[src/rtl/seg7_scan_ctrl.sv]
// Time-multiplexed scan controller for NUM_DIGITS common-anode digits sharing one BCD decoder.
// Define SEG7_LZB_EN to enable leading-zero blanking; the default build drives every digit.
module seg7_scan_ctrl #(
   parameter int unsigned NUM_DIGITS   = 4,
   parameter int unsigned REFRESH_DIV  = 50000,
   parameter int unsigned GUARD_CYCLES = 500
) (
   input  logic                    clk,
   input  logic                    reset,
   input  logic [4*NUM_DIGITS-1:0] digits_in,
   input  logic [NUM_DIGITS-1:0]   dp_in,
   input  logic                    load,
   output logic [3:0]              bcd,
   output logic [NUM_DIGITS-1:0]   an,
   output logic                    dp,
   output logic                    pending,
   output logic                    commit
);

   localparam int unsigned CW = $clog2(REFRESH_DIV);
   localparam int unsigned IW = $clog2(NUM_DIGITS);

   typedef enum logic {StGuard, StDrive} state_t;

   state_t                     state_q;
   logic [CW-1:0]              cnt_q;
   logic [IW-1:0]              idx_q, idx_d;
   logic [NUM_DIGITS-1:0][3:0] act_dig_q, pend_dig_q, show_dig;
   logic [NUM_DIGITS-1:0]      act_dp_q, pend_dp_q, show_dp;
   logic [NUM_DIGITS-1:0]      an_sel;
   logic                       tick, last_slot, do_commit, guard_end;

`ifdef SEG7_LZB_EN
   logic [NUM_DIGITS-1:0]      blank_q, show_blank;

   // Walk down from the top digit; the first nonzero digit or lit dp stops blanking.
   function automatic logic [NUM_DIGITS-1:0] lzb_mask(input logic [NUM_DIGITS-1:0][3:0] d,
                                                      input logic [NUM_DIGITS-1:0]      p);
      logic keep;
      keep     = 1'b0;
      lzb_mask = '0;
      for (int k = int'(NUM_DIGITS) - 1; k >= 1; k--) begin
         keep        = keep | (d[k] != 4'd0) | p[k];
         lzb_mask[k] = ~keep;
      end
   endfunction
`endif

   always_comb begin
      tick      = (cnt_q == CW'(REFRESH_DIV - 1));
      guard_end = (cnt_q == CW'(GUARD_CYCLES - 1));
      last_slot = (idx_q == IW'(NUM_DIGITS - 1));
      do_commit = tick && last_slot && pending;
      idx_d     = idx_q;
      if (tick) begin
         idx_d = last_slot ? '0 : idx_q + 1'b1;
      end
      // Slot 0 of the next frame must already show the data committed on this edge.
      show_dig  = do_commit ? pend_dig_q : act_dig_q;
      show_dp   = do_commit ? pend_dp_q  : act_dp_q;
      an_sel         = '1;
      an_sel[idx_q]  = 1'b0;
`ifdef SEG7_LZB_EN
      show_blank = do_commit ? lzb_mask(pend_dig_q, pend_dp_q) : blank_q;
`endif
   end

   // Double buffer: captures land in pending, move to active only at a frame boundary.
   always_ff @(posedge clk) begin
      if (reset) begin
         act_dig_q  <= '0;
         act_dp_q   <= '0;
         pend_dig_q <= '0;
         pend_dp_q  <= '0;
         pending    <= 1'b0;
         commit     <= 1'b0;
`ifdef SEG7_LZB_EN
         blank_q    <= '0;
`endif
      end else begin
         commit <= do_commit;
         if (do_commit) begin
            act_dig_q <= pend_dig_q;
            act_dp_q  <= pend_dp_q;
            pending   <= 1'b0;
`ifdef SEG7_LZB_EN
            blank_q   <= show_blank;
`endif
         end
         if (load) begin
            pend_dig_q <= digits_in;
            pend_dp_q  <= dp_in;
            pending    <= 1'b1;
         end
      end
   end

   // Slot timing and registered display outputs.
   always_ff @(posedge clk) begin
      if (reset) begin
         state_q <= StGuard;
         cnt_q   <= '0;
         idx_q   <= '0;
         an      <= '1;
         bcd     <= 4'd0;
         dp      <= 1'b1;
      end else begin
         cnt_q <= tick ? '0 : cnt_q + 1'b1;
         idx_q <= idx_d;
         unique case (state_q)
            StGuard: begin
               if (guard_end) begin
                  state_q <= StDrive;
`ifdef SEG7_LZB_EN
                  an      <= show_blank[idx_q] ? '1 : an_sel;
`else
                  an      <= an_sel;
`endif
               end
            end
            StDrive: begin
               if (tick) begin
                  state_q <= StGuard;
                  an      <= '1;
                  bcd     <= show_dig[idx_d];
`ifdef SEG7_LZB_EN
                  dp      <= ~show_dp[idx_d] | show_blank[idx_d];
`else
                  dp      <= ~show_dp[idx_d];
`endif
               end
            end
            default: state_q <= StGuard;
         endcase
      end
   end

endmodule

[config.mk]
export PLATFORM = sky130hd
export DESIGN_NAME = seg7_scan_ctrl
export DESIGN_NICKNAME = d
export VERILOG_FILES = /design/src/rtl/seg7_scan_ctrl.sv
export SDC_FILE = /design/constraint.sdc
export NUM_CORES = 1
export LEC_CHECK = 0
export CAP_MARGIN = 20
export CORE_MARGIN = 2
export CORE_UTILIZATION = 60
export DETAILED_ROUTE_END_ITERATION = 16
export GPL_ROUTABILITY_DRIVEN = 0
export GPL_TIMING_DRIVEN = 0
export PLACE_DENSITY = 0.84
export SLEW_MARGIN = 20
export SYNTH_ARGS = -nofsm -noshare
export SYNTH_HDL_FRONTEND = slang
export SYNTH_SLANG_ARGS = --single-unit
[constraint.sdc]
create_clock -name clk -period 7.2 [get_ports clk]
set_clock_uncertainty 0.2 [all_clocks]
set_input_delay 1.44 -clock clk [delete_from_list [all_inputs] [get_ports clk]]
set_output_delay 1.44 -clock clk [all_outputs]
set_load 0.005 [all_outputs]
Yosys cells after proc, flatten, opt, wreduce, memory -nomap -nowiden. Index checks and enable logic that the tools add are counted.

Register bits after elaboration: 70. Bits of input ports: 23. Output and inout port bits: 11. Word-level logic and storage cells: 56.

$add $sub $neg: 2. $lt $le $gt $ge: 3. Equal/unequal tests: 5. Multiplexer cells: 18. Bitwise gates (word level): 3. Reductions and logical operators: 7.

Operator list (count): adder 16 x 1 -> 16 bit, second input constant (1); equality test 16 bit, second input constant (1); equality test 16 x 9 -> 1 bit, second input constant (1); 2-to-1 mux 16 bit (1); 2-to-1 mux 4 bit (4); binary-select mux 4 bit (select 2 bit) (1); case mux 4 bit (2 select lines) (1); < comparator 2 x 3 -> 1 bit, second input constant (2); 2-to-1 mux 1 bit (6); 2-to-1 mux 2 bit (2); NOT 4 bit (1); AND reduction 2 bit (2); logical AND 1 bit (3); adder 2 x 1 -> 2 bit, second input constant (1); binary-select mux 1 bit (select 2 bit) (1); demux 1 bit (select 2 bit) (1); equality test 2 bit, second input constant (1); greater-or-equal comparator 2 x 1 -> 1 bit, second input constant (1); != test 2 x 1 -> 1 bit, second input constant (1); != test 2 bit, second input constant (1); NOT 1 bit (2); case mux 1 bit (2 select lines) (1); nonzero test 2 bit (1); OR reduction 2 bit (1).

Logic depth before layout (Yosys ltp). Gate-level depths: netlist of the first run.

Depth after elaboration: 7. Mapped depth: 9. Mapped depth without buffers: 6.

Least setup slack after synthesis of the first run. Ideal clock, no wire load.

Kind: input -> register. From: input load. To: register pend_dig_q[11] (netlist name). Arrival time: 2.300 ns. Required time: 6.872 ns. Slack: 4.572 ns. Stages on the path: 4. Buffers on the path: 2. Cell sequence: clkbuf_1 > buf_1 > mux2i_1 > nor2_1.

RTL lines: start: declaration (RTL line 12) `input logic load,`; end signal: assignment (RTL line 91) `pend_dig_q <= digits_in;`; end: declaration (RTL line 28) `logic [NUM_DIGITS-1:0][3:0] act_dig_q, pend_dig_q, show_dig;`.

Worst setup path in the final report of the first run.
From: register cnt_q[10]. To: register bcd[3].

Longest elaborated chain between the ends: 6. Elaborated cells on any way between the ends: 8.

Ends and longest elaborated chain: start: declaration (RTL line 26) `logic [CW-1:0] cnt_q;`; start signal: assignment (RTL line 108) `cnt_q <= tick ? '0 : cnt_q + 1'b1;`; equality test 16 bit (*) (RTL line 50) `tick = (cnt_q == CW'(REFRESH_DIV - 1));`; logical AND 1 bit (2 in a row) (RTL line 53) `do_commit = tick && last_slot && pending;`; 2-to-1 mux 16 bit; binary-select mux 4 bit (select 2 bit) (RTL line 125) `bcd <= show_dig[idx_d];`; 2-to-1 mux 4 bit (not written as such) (RTL line 125); end signal: assignment (RTL line 125); end: declaration (RTL line 13) `output logic [3:0] bcd,`.

Mark *: on every way between the ends. The rest lies on a longest branch, timed or not. The select of a mux whose other input is x is not followed. A chain may end at the register's enable or synchronous reset.

==> impl_metrics.prom, run 1 <==
# TYPE chip_impl_metric gauge
chip_impl_info{name="worstSetupEndpointType",value="flip-flop"} 1
chip_impl_info{name="synthTopCellsByArea",value="sky130_fd_sc_hd__dfxtp_1 (45%), sky130_fd_sc_hd__mux2i_1 (11%), sky130_fd_sc_hd__nand2_1 (6.3%)"} 1
chip_impl_metric{name="critical_path_peak_fanout",unit=""} 10
chip_impl_metric{name="htreeDepth",unit=""} 3
chip_impl_metric{name="die_height",unit="µm"} 75.9
chip_impl_metric{name="power_density",unit="nW/µm²"} 212
chip_impl_metric{name="synth-async-reset-ratio",unit="%"} 0
chip_impl_metric{name="route.detailed.vias_per_inst",unit=""} 5.71
chip_impl_metric{name="finish.net_count",unit=""} 422
chip_impl_metric{name="clkSlewWorstSetupHoldPaths",unit="ns"} 0.07
chip_impl_metric{name="pwr-share-comb",unit="%"} 4.7
chip_impl_metric{name="cts_setup_buffers",unit=""} 0
chip_impl_metric{name="synth_nets",unit=""} 380
chip_impl_metric{name="timing.final.hold_violations",unit=""} 0
chip_impl_metric{name="fp.dieW",unit="µm"} 75.9
chip_impl_info{name="grt_setup_unrepaired",value="no"} 1
chip_impl_info{name="main_flop_type_after_synthesis",value="sky130_fd_sc_hd__dfxtp_1"} 1
chip_impl_metric{name="final.setup.worst_slack",unit="ns"} 4.21
chip_impl_metric{name="core_region_area",unit="µm²"} 5040
chip_impl_metric{name="tritoncts.num_buffers",unit=""} 9
chip_impl_info{name="library_cell_used_as_clock_root_buffer",value="sky130_fd_sc_hd__clkbuf_8"} 1
chip_impl_metric{name="setup_total_negative_slack",unit="ns"} 0
chip_impl_metric{name="postRouteAntennaNets",unit=""} 0
chip_impl_metric{name="drt_wl_total",unit="µm"} 7110
chip_impl_metric{name="netlist_area",unit="µm²"} 3100
chip_impl_info{name="status",value="completed"} 1
chip_impl_metric{name="critPathRequiredTime",unit="ns"} 7.25
chip_impl_metric{name="portion_of_netlist_area_occupied_by_mux_cells",unit="%"} 12.8
chip_impl_metric{name="ys_seq_elements",unit=""} 70
chip_impl_metric{name="drtIter0Drc",unit=""} 279
chip_impl_metric{name="fraction_of_power_consumed_by_the_clock_network",unit="%"} 44.5
chip_impl_metric{name="fill_cell_instance_count_of_the_final_layout",unit=""} 395
chip_impl_metric{name="switching_share",unit="%"} 22.8
chip_impl_metric{name="seqPwrFrac",unit="%"} 50.8
chip_impl_metric{name="total_switching_power",unit="µW"} 180
chip_impl_metric{name="port_buffers",unit=""} 31
chip_impl_metric{name="postCtsResizedCells",unit=""} 0
chip_impl_metric{name="power.leakage",unit="nW"} 1.42
chip_impl_metric{name="num_rows",unit=""} 26
chip_impl_metric{name="layout-drive-gt1-share",unit="%"} 8.27
chip_impl_metric{name="initial_core_util",unit="%"} 61.5
chip_impl_metric{name="routed-via-count",unit=""} 2678
chip_impl_metric{name="synth_simple_gate_area_share",unit="%"} 20.1
chip_impl_metric{name="holdBufCountCts",unit=""} 0
chip_impl_metric{name="wire_length_of_the_first_global_routing_pass",unit="µm"} 11700
chip_impl_info{name="hold_wc_path_type",value="reg2reg"} 1
chip_impl_metric{name="post-synth-top-area-fraction",unit="%"} 45.2
chip_impl_info{name="critical_path_class",value="reg2reg"} 1
chip_impl_metric{name="netlist-cell-type-count",unit=""} 45
chip_impl_metric{name="antenna-diode-count",unit=""} 0
chip_impl_metric{name="cap_violations",unit=""} 0
chip_impl_metric{name="detail_route.first_pass.iterations",unit=""} 5
chip_impl_metric{name="power_report.internal_total",unit="µW"} 610
chip_impl_metric{name="fp.dieArea",unit="µm²"} 5760
chip_impl_metric{name="netlist_instances",unit=""} 352
chip_impl_metric{name="post_synth_fa_ha_maj_area_fraction",unit="%"} 2.02
chip_impl_metric{name="setup_violations",unit=""} 0
chip_impl_info{name="yosys.area.top_type",value="sky130_fd_sc_hd__dfxtp_1"} 1
chip_impl_metric{name="synthesis.area_per_instance",unit="µm²"} 8.80
chip_impl_metric{name="synth_seq_area_share",unit="%"} 45.2
chip_impl_metric{name="xor_xnor_fraction_of_synth_area",unit="%"} 3.96
chip_impl_metric{name="arrival",unit="ns"} 3.04
chip_impl_info{name="ys_top_cells_by_count",value="sky130_fd_sc_hd__dfxtp_1 (70), sky130_fd_sc_hd__nand2_1 (52), sky130_fd_sc_hd__nor2_1 (45)"} 1
chip_impl_metric{name="grt_max_degree",unit=""} 14
chip_impl_metric{name="track_usage",unit="%"} 27.8
chip_impl_info{name="synth_top_family_by_area",value="simple AND/OR/NAND/NOR gates"} 1
chip_impl_info{name="timing.critical_path.cells",value="or4_4 -> nor4_2 -> clkbuf_1 -> a21oi_1 -> a32o_1"} 1
chip_impl_metric{name="timing.max_slew.rel_slack",unit="%"} 39.6
chip_impl_metric{name="dp_hpwl",unit="µm"} 4970
chip_impl_metric{name="period_minus_slack",unit="ns"} 2.99
chip_impl_metric{name="grt_pass1_vias",unit=""} 2476
chip_impl_metric{name="transition_at_the_pin_with_the_smallest_max_transition_slack",unit="ns"} 0.899
chip_impl_metric{name="post-route-drc-count",unit=""} 0
chip_impl_metric{name="compound_gate_fraction_of_synth_area",unit="%"} 12.0
chip_impl_metric{name="finalCritPeriodShare",unit="%"} 41.6
chip_impl_metric{name="place_ws",unit="ns"} 4.24
chip_impl_metric{name="tritoncts_num_sinks",unit=""} 70
chip_impl_metric{name="routedWlPerCell",unit="µm"} 15.2
chip_impl_metric{name="maxClockFrequency",unit="MHz"} 334
chip_impl_metric{name="maximum_vdd_drop",unit="µV"} 152
chip_impl_metric{name="clk-insertion-delay-late",unit="ns"} 0.36
chip_impl_metric{name="design.portCount",unit=""} 34
chip_impl_info{name="slowest_stage",value="sky130_fd_sc_hd__nor4_2"} 1
chip_impl_metric{name="area_added_between_synthesis_and_finish",unit="%"} 20.0
chip_impl_metric{name="crit_path_max_incr_delay",unit="ns"} 0.72
chip_impl_info{name="cts_tree",value="yes"} 1
chip_impl_metric{name="grt_overflow",unit=""} 0
chip_impl_metric{name="yosys_warnings",unit=""} 0
chip_impl_metric{name="antenna_found_initial",unit=""} 0
chip_impl_metric{name="finalMaxSlewViolations",unit=""} 0
chip_impl_metric{name="max-clock-path-buffers",unit=""} 2
chip_impl_metric{name="synth_edf_count",unit=""} 0
chip_impl_info{name="yosys.cell_count.top_type",value="sky130_fd_sc_hd__dfxtp_1"} 1
chip_impl_info{name="cp-start-kind",value="flip-flop"} 1
metal layers:
layer	vias to the layer above	part of all wire, %	GRT usage, %	routed length, µm
met3	20	7.3	8.60	521
met1	1240	43	35.9	3080
met5	-	0	0	0
met4	0	2.1	12.9	150
met2	121	47	42.7	3360
li1	1297	-	-	-
sequential cells by signal, indices dropped and copies added, names as in the netlist:
signal / flops
act_dig_q: 16
act_dp_q: 4
state_q: 1
idx_q: 2
dp: 1
cnt_q: 16
pend_dig_q: 16
pend_dp_q: 4
commit: 1
bcd: 4
pending: 1
an: 4
worst max-delay path: cells and delay by family (launching register included):
kind / cells / cell delay [ns]
compound gates: 2 / 0.58
simple gates: 2 / 1.30
buf+inv: 1 / 0.47
flops: 1 / 0.34
power by group through the flow:
stage	logic (mW)	registers, mW	clock network [mW]
6_report	0.0371	0.401	0.352
5_1_grt	0.0416	0.402	0.370
4_1_cts	0.0372	0.401	0.357
3_5_place_dp	0.0369	0.410	0
3_3_place_gp	0.0359	0.410	0
2_1_floorplan	0.0201	0.408	0
area by class of cell:
type                       instances  area [µm²]  share of cell area, %
multi-input combinational        252        1580                   42.4
sequential                        70        1400                   37.7
timing repair buffer              31         310                   8.34
clock buffer                       9         124                   3.33
clock inverter                     7        98.8                   2.66
buffer                            22        91.3                   2.46
tap                               70        87.6                   2.35
inverter                           8        30.0                  0.807
worst paths after layout:
check | slack (ns) | endpoint | cells past startpoint | start
max | 4.21 | bcd[3]$_SDFFE_PP0P_ | 5 | cnt_q[10]$_SDFF_PP0_
min | 0.25 | cnt_q[0]$_SDFF_PP0_ | 1 | cnt_q[0]$_SDFF_PP0_
max reg2reg | 4.21 | bcd[3]$_SDFFE_PP0P_ | 5 | cnt_q[10]$_SDFF_PP0_
min reg2reg | 0.25 | cnt_q[0]$_SDFF_PP0_ | 1 | cnt_q[0]$_SDFF_PP0_
logic make-up after synthesis:
kind of cell / Yosys count
flip-flops: 70
AND/OR/NAND/NOR: 136
AO/OA/AOI/OAI: 58
multiplexers: 39
buffers and inverters: 30
adder cells (fa/ha/maj): 5
XOR/XNOR: 14
per-stage QoR:
step	power, mW	area [µm²]	std cells	util, %	hold slack, ns
after global placement	0.446	3500	453	69.4	0.225
after floorplan	0.428	3100	352	-	0.213
after global routing	0.814	3720	469	73.8	0.276
after CTS	0.795	3720	469	73.8	0.253
after detailed placement	0.447	3500	453	69.4	0.242
final	0.790	3720	469	73.8	0.255
layout by cell type, fill, tap and decap left out, types with 3 or more instances in the layout:
master | Yosys | final
sky130_fd_sc_hd__a21o_1 | 3 | 3
sky130_fd_sc_hd__a21oi_1 | 34 | 34
sky130_fd_sc_hd__and3_1 | 6 | 6
sky130_fd_sc_hd__buf_1 | 3 | 3
sky130_fd_sc_hd__buf_2 | 4 | 4
sky130_fd_sc_hd__clkbuf_1 | 14 | 14
sky130_fd_sc_hd__clkbuf_8 | 0 | 9
sky130_fd_sc_hd__clkdlybuf4s50_1 | 0 | 31
sky130_fd_sc_hd__clkinvlp_4 | 0 | 4
sky130_fd_sc_hd__dfxtp_1 | 70 | 70
sky130_fd_sc_hd__ha_1 | 5 | 5
sky130_fd_sc_hd__inv_1 | 8 | 8
sky130_fd_sc_hd__mux2_2 | 4 | 4
sky130_fd_sc_hd__mux2i_1 | 35 | 35
sky130_fd_sc_hd__nand2_1 | 52 | 52
sky130_fd_sc_hd__nand3_1 | 10 | 10
sky130_fd_sc_hd__nand4_1 | 4 | 4
sky130_fd_sc_hd__nor2_1 | 45 | 45
sky130_fd_sc_hd__o211ai_1 | 3 | 3
sky130_fd_sc_hd__or2_2 | 5 | 5
sky130_fd_sc_hd__xnor2_1 | 7 | 7
sky130_fd_sc_hd__xor2_1 | 7 | 7
No activity file was read; power rests on OpenSTA's default activity.
==> run 2, diff against run 1 <==
--- a/config.mk
+++ b/config.mk
@@ -7,11 +7,11 @@
 export LEC_CHECK = 0
 export CAP_MARGIN = 20
 export CORE_MARGIN = 2
-export CORE_UTILIZATION = 60
+export CORE_UTILIZATION = 56
 export DETAILED_ROUTE_END_ITERATION = 16
 export GPL_ROUTABILITY_DRIVEN = 0
 export GPL_TIMING_DRIVEN = 0
-export PLACE_DENSITY = 0.84
+export PLACE_DENSITY = 0.79
 export SLEW_MARGIN = 20
 export SYNTH_ARGS = -nofsm -noshare
 export SYNTH_HDL_FRONTEND = slang
==> constraint.sdc (replaced) <==
create_clock -name clk -period 3.12 [get_ports clk]
set_clock_uncertainty 0.2 [all_clocks]
set_input_delay 0.624 -clock clk [delete_from_list [all_inputs] [get_ports clk]]
set_output_delay 0.624 -clock clk [all_outputs]
set_load 0.005 [all_outputs]
==> impl_metrics.prom, run 2 (synthesis results as in run 1) <==
# TYPE chip_impl_metric gauge
chip_impl_info{name="status",value="completed"} 1
chip_impl_info{name="holdCritStartpoint",value="dp$_SDFFE_PP1P_"} 1
chip_impl_metric{name="cap_violations",unit=""} 0
chip_impl_metric{name="routed-via-count",unit=""} 2635
chip_impl_metric{name="layout-drive-gt1-share",unit="%"} 7.56
chip_impl_info{name="final_cell_mix",value="sky130_fd_sc_hd__dfxtp_1 (70), sky130_fd_sc_hd__nand2_1 (52), sky130_fd_sc_hd__nor2_1 (45)"} 1
chip_impl_metric{name="grt_pass1_vias",unit=""} 2432
chip_impl_metric{name="detail_route.first_pass.iterations",unit=""} 5
chip_impl_metric{name="initial_core_util",unit="%"} 57.0
chip_impl_metric{name="dpl-instance-area",unit="µm²"} 3500
chip_impl_info{name="library_cell_used_as_clock_root_buffer",value="sky130_fd_sc_hd__clkbuf_8"} 1
chip_impl_metric{name="power_report.internal_total",unit="mW"} 1.30
chip_impl_info{name="r2r_end",value="bcd[3]$_SDFFE_PP0P_"} 1
chip_impl_metric{name="post-place-cells",unit=""} 455
chip_impl_metric{name="grt_overflow",unit=""} 0
chip_impl_info{name="startpoint",value="cnt_q[10]$_SDFF_PP0_"} 1
chip_impl_metric{name="power_density",unit="nW/µm²"} 453
chip_impl_metric{name="crit_path_max_incr_delay",unit="ns"} 0.58
chip_impl_info{name="critical_path_class",value="reg2reg"} 1
chip_impl_metric{name="die_height",unit="µm"} 78.4
chip_impl_metric{name="period_minus_slack",unit="ns"} 2.81
chip_impl_metric{name="routedWlPerCell",unit="µm"} 14.7
chip_impl_info{name="top_regs",value="act_dig_q (16), cnt_q (16), pend_dig_q (16)"} 1
chip_impl_metric{name="power.leakage",unit="nW"} 1.42
chip_impl_metric{name="grt_max_degree",unit=""} 11
chip_impl_metric{name="design.portCount",unit=""} 34
chip_impl_metric{name="track_usage",unit="%"} 23.7
chip_impl_metric{name="critical_path_peak_fanout",unit=""} 10
chip_impl_info{name="rr_startpoint",value="cnt_q[10]$_SDFF_PP0_"} 1
chip_impl_info{name="grt_max_usage_layer",value="met2"} 1
chip_impl_metric{name="max-clock-path-buffers",unit=""} 2
chip_impl_metric{name="pwr-share-comb",unit="%"} 5.1
chip_impl_metric{name="grt_use_met3",unit="%"} 4.02
chip_impl_metric{name="area_added_between_synthesis_and_finish",unit="%"} 18.8
chip_impl_metric{name="core_region_area",unit="µm²"} 5440
chip_impl_metric{name="seqPwrFrac",unit="%"} 55.5
chip_impl_metric{name="maxClockFrequency",unit="MHz"} 355
chip_impl_info{name="grt_setup_unrepaired",value="no"} 1
chip_impl_metric{name="setup_violations",unit=""} 0
chip_impl_metric{name="drtIter0Drc",unit=""} 208
chip_impl_metric{name="post-route-drc-count",unit=""} 0
chip_impl_info{name="crit_end",value="bcd[3]$_SDFFE_PP0P_"} 1
chip_impl_metric{name="timing.reg2reg.setup_slack",unit="ns"} 0.31
chip_impl_metric{name="antenna-diode-count",unit=""} 0
chip_impl_metric{name="postRouteAntennaNets",unit=""} 0
chip_impl_metric{name="htreeDepth",unit=""} 3
chip_impl_metric{name="setup_total_negative_slack",unit="ns"} 0
chip_impl_info{name="final_common_cell",value="sky130_fd_sc_hd__dfxtp_1"} 1
chip_impl_metric{name="r2r_cells",unit=""} 5
chip_impl_info{name="slowest_stage",value="sky130_fd_sc_hd__or4_4"} 1
chip_impl_metric{name="clk-insertion-delay-late",unit="ns"} 0.34
chip_impl_metric{name="total_switching_power",unit="µW"} 365
chip_impl_metric{name="dp_hpwl",unit="µm"} 4900
chip_impl_metric{name="wire_length_of_the_first_global_routing_pass",unit="µm"} 11300
chip_impl_metric{name="route.detailed.vias_per_inst",unit=""} 5.62
chip_impl_metric{name="grt_use_met1",unit="%"} 31.2
chip_impl_metric{name="antenna_found_initial",unit=""} 0
chip_impl_metric{name="drt_wl_total",unit="µm"} 6880
chip_impl_metric{name="fraction_of_power_consumed_by_the_clock_network",unit="%"} 39.4
chip_impl_metric{name="cts_setup_buffers",unit=""} 0
chip_impl_metric{name="final_cell_count_no_fill",unit=""} 469
chip_impl_metric{name="critPathRequiredTime",unit="ns"} 3.15
chip_impl_metric{name="timing.max_slew.rel_slack",unit="%"} 41.4
chip_impl_metric{name="port_buffers",unit=""} 31
chip_impl_metric{name="finalMaxSlewViolations",unit=""} 0
chip_impl_metric{name="finalCritPeriodShare",unit="%"} 90.2
chip_impl_metric{name="transition_at_the_pin_with_the_smallest_max_transition_slack",unit="ns"} 0.872
chip_impl_info{name="hold_wc_path_type",value="reg2reg"} 1
chip_impl_info{name="worstSetupEndpointType",value="flip-flop"} 1
chip_impl_metric{name="switching_share",unit="%"} 21.9
chip_impl_info{name="cts_tree",value="yes"} 1
chip_impl_metric{name="finish.instance_area",unit="µm²"} 3680
chip_impl_metric{name="finish.net_count",unit=""} 422
chip_impl_metric{name="grtUsageMet2",unit="%"} 38.4
chip_impl_metric{name="clkSlewWorstSetupHoldPaths",unit="ns"} 0.07
chip_impl_metric{name="timing.final.hold_violations",unit=""} 0
chip_impl_metric{name="tritoncts.num_buffers",unit=""} 9
chip_impl_metric{name="num_rows",unit=""} 27
chip_impl_metric{name="fp.dieW",unit="µm"} 78.4
chip_impl_metric{name="hold_slack",unit="ns"} 0.246
chip_impl_metric{name="tritoncts_num_sinks",unit=""} 70
chip_impl_info{name="timing.critical_path.cells",value="or4_4 -> nor4_4 -> clkbuf_1 -> a21oi_1 -> a32o_1"} 1
chip_impl_metric{name="arrival",unit="ns"} 2.85
chip_impl_metric{name="fp.dieArea",unit="µm²"} 6150
chip_impl_info{name="cp-start-kind",value="flip-flop"} 1
chip_impl_metric{name="maximum_vdd_drop",unit="µV"} 333
-- run 2: repair_timing --
action,4_1_cts,5_1_grt
resized for setup,0,1
hold buffers,0,0
endpoints found under the setup margin,0,2
-- run 2: worst min path at each step --
stage | end | slack [ns] | cells past startpoint
2_1_floorplan | cnt_q[0]$_SDFF_PP0_ | 0.21 | 1
3_5_place_dp | dp$_SDFFE_PP1P_ | 0.24 | 2
3_3_place_gp | cnt_q[0]$_SDFF_PP0_ | 0.23 | 1
4_1_cts | dp$_SDFFE_PP1P_ | 0.25 | 2
5_1_grt | cnt_q[0]$_SDFF_PP0_ | 0.27 | 1
6_report | dp$_SDFFE_PP1P_ | 0.25 | 2
-- run 2: power by group through the flow --
stage               combinational [mW]  clock, mW  sequential, mW
floorplan                       0.0464          0           0.942
global placement                0.0830          0           0.946
detailed placement              0.0858          0           0.946
CTS                             0.0860      0.663           0.926
global route                    0.0947      0.701           0.928
finish                          0.0850      0.656           0.926
-- run 2: per-stage QoR --
stage	utilization [%]	setup WS, ns	power [mW]
after floorplan	-	0.542	0.988
after global placement	64.3	0.185	1.03
after detailed placement	64.3	0.143	1.03
after CTS	67.5	0.128	1.67
after global routing	67.7	0.145	1.72
final	67.7	0.306	1.67
-- run 2: layout make-up --
| class | instances | area (µm²) |
|---|---|---|
| inverter | 8 | 30.0 |
| fill | 452 | 1760 |
| tap | 72 | 90.1 |
| timing repair buffer | 31 | 310 |
| clock inverter | 1 | 5.00 |
| clock buffer | 13 | 169 |
| buffer | 22 | 91.3 |
| multi-input combinational | 252 | 1590 |
| sequential | 70 | 1400 |
-- run 2: worst max-delay path, delay by kind of cell (launching register included) --
| kind | cells | cell delay (ns) |
|---|---|---|
| buffers and inverters | 1 | 0.47 |
| and+or+nand+nor | 2 | 1.12 |
| DFF | 1 | 0.33 |
| AOI/OAI and AO/OA | 2 | 0.57 |
-- run 2: metal layers --
metal	up-vias	wire [µm]	part of all wire, %
li1	1296	-	-
met1	1242	3170	46
met2	80	3200	47
met5	-	0	0
met4	0	114	1.7
met3	17	395	5.7
==> run 3, diff against run 2 <==
--- a/config.mk
+++ b/config.mk
@@ -7,11 +7,11 @@
 export LEC_CHECK = 0
 export CAP_MARGIN = 20
 export CORE_MARGIN = 2
-export CORE_UTILIZATION = 56
+export CORE_UTILIZATION = 50
 export DETAILED_ROUTE_END_ITERATION = 16
 export GPL_ROUTABILITY_DRIVEN = 0
 export GPL_TIMING_DRIVEN = 0
-export PLACE_DENSITY = 0.79
+export PLACE_DENSITY = 0.75
 export SLEW_MARGIN = 20
 export SYNTH_ARGS = -nofsm -noshare
 export SYNTH_HDL_FRONTEND = slang
==> constraint.sdc (replaced) <==
create_clock -name clk -period 2.4 [get_ports clk]
set_clock_uncertainty 0.2 [all_clocks]
set_input_delay 0.48 -clock clk [delete_from_list [all_inputs] [get_ports clk]]
set_output_delay 0.48 -clock clk [all_outputs]
set_load 0.005 [all_outputs]
==> impl_metrics.prom, run 3 (synthesis results as in run 1) <==
# TYPE chip_impl_metric gauge
chip_impl_metric{name="antenna-diode-count",unit=""} 0
chip_impl_metric{name="power.leakage",unit="nW"} 1.56
chip_impl_metric{name="design.portCount",unit=""} 34
chip_impl_metric{name="final_cell_count_no_fill",unit=""} 491
chip_impl_metric{name="tritoncts.num_buffers",unit=""} 9
chip_impl_metric{name="wire_length_of_the_first_global_routing_pass",unit="µm"} 12100
chip_impl_info{name="worstSetupEndpointType",value="flip-flop"} 1
chip_impl_metric{name="total_switching_power",unit="µW"} 561
chip_impl_metric{name="postRouteAntennaNets",unit=""} 0
chip_impl_metric{name="finish.instance_area",unit="µm²"} 4010
chip_impl_metric{name="tritoncts_num_sinks",unit=""} 70
chip_impl_info{name="violated_checks",value="setup timing"} 1
chip_impl_info{name="timing.critical_path.cells",value="or4_4 -> buf_4 -> buf_4 -> nor4_4 -> buf_4 -> nand2_1 -> or2_2 -> o31ai_2"} 1
chip_impl_info{name="hold_wc_path_type",value="reg2reg"} 1
chip_impl_metric{name="arrival",unit="ns"} 2.77
chip_impl_metric{name="grt_max_degree",unit=""} 15
chip_impl_metric{name="port_buffers",unit=""} 31
chip_impl_metric{name="grt_pass1_vias",unit=""} 2533
chip_impl_info{name="top_regs",value="act_dig_q (16), cnt_q (16), pend_dig_q (16)"} 1
chip_impl_metric{name="power_density",unit="nW/µm²"} 547
chip_impl_metric{name="routed-via-count",unit=""} 2719
chip_impl_metric{name="post-route-util",unit="%"} 67.3
chip_impl_metric{name="post-place-cells",unit=""} 458
chip_impl_metric{name="critPathRequiredTime",unit="ns"} 2.46
chip_impl_info{name="slowest_stage",value="sky130_fd_sc_hd__or4_4"} 1
chip_impl_info{name="critical_path_class",value="reg2reg"} 1
chip_impl_metric{name="final.setup.worst_slack",unit="ns"} -0.311
chip_impl_metric{name="routedWlPerCell",unit="µm"} 15.5
chip_impl_metric{name="seqPwrFrac",unit="%"} 54.8
chip_impl_metric{name="finalMaxSlewViolations",unit=""} 0
chip_impl_metric{name="num_rows",unit=""} 28
chip_impl_metric{name="transition_at_the_pin_with_the_smallest_max_transition_slack",unit="ns"} 0.755
chip_impl_metric{name="dpl-instance-area",unit="µm²"} 3520
chip_impl_metric{name="area_added_between_synthesis_and_finish",unit="%"} 29.4
chip_impl_metric{name="track_usage",unit="%"} 23.7
chip_impl_metric{name="fp.dieArea",unit="µm²"} 6840
chip_impl_metric{name="antenna_found_initial",unit=""} 0
chip_impl_metric{name="drtIter0Drc",unit=""} 308
chip_impl_info{name="final_cell_mix",value="sky130_fd_sc_hd__dfxtp_1 (64), sky130_fd_sc_hd__nand2_1 (51), sky130_fd_sc_hd__nor2_1 (44)"} 1
chip_impl_metric{name="setup_total_negative_slack",unit="ns"} -1.23
chip_impl_metric{name="finish.net_count",unit=""} 439
chip_impl_metric{name="detail_route.first_pass.iterations",unit=""} 4
chip_impl_metric{name="route.detailed.vias_per_inst",unit=""} 5.54
chip_impl_metric{name="fraction_of_power_consumed_by_the_clock_network",unit="%"} 39.9
chip_impl_metric{name="timing.final.hold_violations",unit=""} 0
chip_impl_metric{name="switching_share",unit="%"} 25.6
chip_impl_info{name="cp-start-kind",value="flip-flop"} 1
chip_impl_metric{name="cap_violations",unit=""} 0
chip_impl_metric{name="initial_core_util",unit="%"} 52.0
chip_impl_metric{name="timing.max_slew.rel_slack",unit="%"} 49.7
chip_impl_info{name="path_delay_family",value="simple AND/OR/NAND/NOR gates"} 1
chip_impl_metric{name="clkSlewWorstSetupHoldPaths",unit="ns"} 0.08
chip_impl_metric{name="maxClockFrequency",unit="MHz"} 369
chip_impl_info{name="status",value="finished, violations left"} 1
chip_impl_metric{name="drt_wl_total",unit="µm"} 7610
chip_impl_metric{name="dp_hpwl",unit="µm"} 4800
chip_impl_metric{name="fp.dieW",unit="µm"} 82.7
chip_impl_metric{name="pwr-share-comb",unit="%"} 5.2
chip_impl_metric{name="grt_overflow",unit=""} 0
chip_impl_info{name="most_prevalent_standard_cell_on_the_critical_path",value="sky130_fd_sc_hd__buf_4"} 1
chip_impl_metric{name="setup_violations",unit=""} 13
chip_impl_metric{name="period_minus_slack",unit="ns"} 2.71
chip_impl_metric{name="clk-insertion-delay-late",unit="ns"} 0.36
chip_impl_info{name="cts_tree",value="yes"} 1
chip_impl_metric{name="max-clock-path-buffers",unit=""} 2
chip_impl_info{name="library_cell_used_as_clock_root_buffer",value="sky130_fd_sc_hd__clkbuf_8"} 1
chip_impl_metric{name="die_height",unit="µm"} 82.7
chip_impl_metric{name="finalCritPeriodShare",unit="%"} 113
chip_impl_metric{name="layout-drive-gt1-share",unit="%"} 18.3
chip_impl_metric{name="p_total",unit="mW"} 2.19
chip_impl_metric{name="cp_num_buf_inv",unit=""} 3
chip_impl_metric{name="htreeDepth",unit=""} 3
chip_impl_info{name="final_common_cell",value="sky130_fd_sc_hd__dfxtp_1"} 1
chip_impl_metric{name="maximum_vdd_drop",unit="µV"} 479
chip_impl_metric{name="post-route-drc-count",unit=""} 0
chip_impl_metric{name="critical_path_peak_fanout",unit=""} 4
chip_impl_metric{name="power_report.internal_total",unit="mW"} 1.63
chip_impl_metric{name="crit_path_max_incr_delay",unit="ns"} 0.56
chip_impl_metric{name="core_region_area",unit="µm²"} 5960
chip_impl_info{name="grt_setup_unrepaired",value="yes"} 1
==> run 3: what timing repair did <==
action,CTS,global route
endpoints found under the hold margin,0,0
buffers inserted,9,7
cloned,0,3
pin swaps,9,3
resized for setup,22,29
hold buffers,0,0
endpoints found under the setup margin,41,39
==> run 3: per-layer routing <==
metal	vias up	global-route usage, %	wire [µm]
met4	0	7.70	213
met3	21	6.96	507
met5	-	0	0
met1	1265	30.6	3390
met2	103	38.1	3500
li1	1330	-	-
==> run 3: per-stage QoR <==
stage | worst slack [ns] | hold WS (ns)
global placement | -0.545 | 0.229
finish | -0.311 | 0.240
detailed placement | -0.534 | 0.237
floorplan | -0.174 | 0.213
CTS | -0.215 | 0.246
global route | -0.337 | 0.261
==> run 3: worst paths after layout <==
kind / cells past startpoint / start / end / slack, ns
worst max-delay path: 8 / cnt_q[10]$_SDFF_PP0_ / bcd[0]$_SDFFE_PP0P_ / -0.31
worst min register to register: 1 / cnt_q[0]$_SDFF_PP0_ / cnt_q[0]$_SDFF_PP0_ / 0.24
worst min-delay path: 1 / cnt_q[0]$_SDFF_PP0_ / cnt_q[0]$_SDFF_PP0_ / 0.24
worst max register to register: 8 / cnt_q[10]$_SDFF_PP0_ / bcd[0]$_SDFFE_PP0P_ / -0.31
==> run 3: area by class of cell <==
cell class | instances | area, µm²
inverter | 8 | 30.0
fill | 483 | 1950
clock buffer | 9 | 124
sequential | 70 | 1410
buffer | 20 | 136
clock inverter | 7 | 56.3
tap | 75 | 93.8
multi-input combinational | 252 | 1670
timing repair buffer | 50 | 487
==> run 3: power by group through the flow <==
stage / registers [mW] / logic, mW / clock network, mW
floorplan: 1.22 / 0.0608 / 0
global placement: 1.23 / 0.109 / 0
detailed placement: 1.23 / 0.112 / 0
CTS: 1.20 / 0.112 / 0.891
global route: 1.21 / 0.127 / 0.934
finish: 1.20 / 0.114 / 0.875
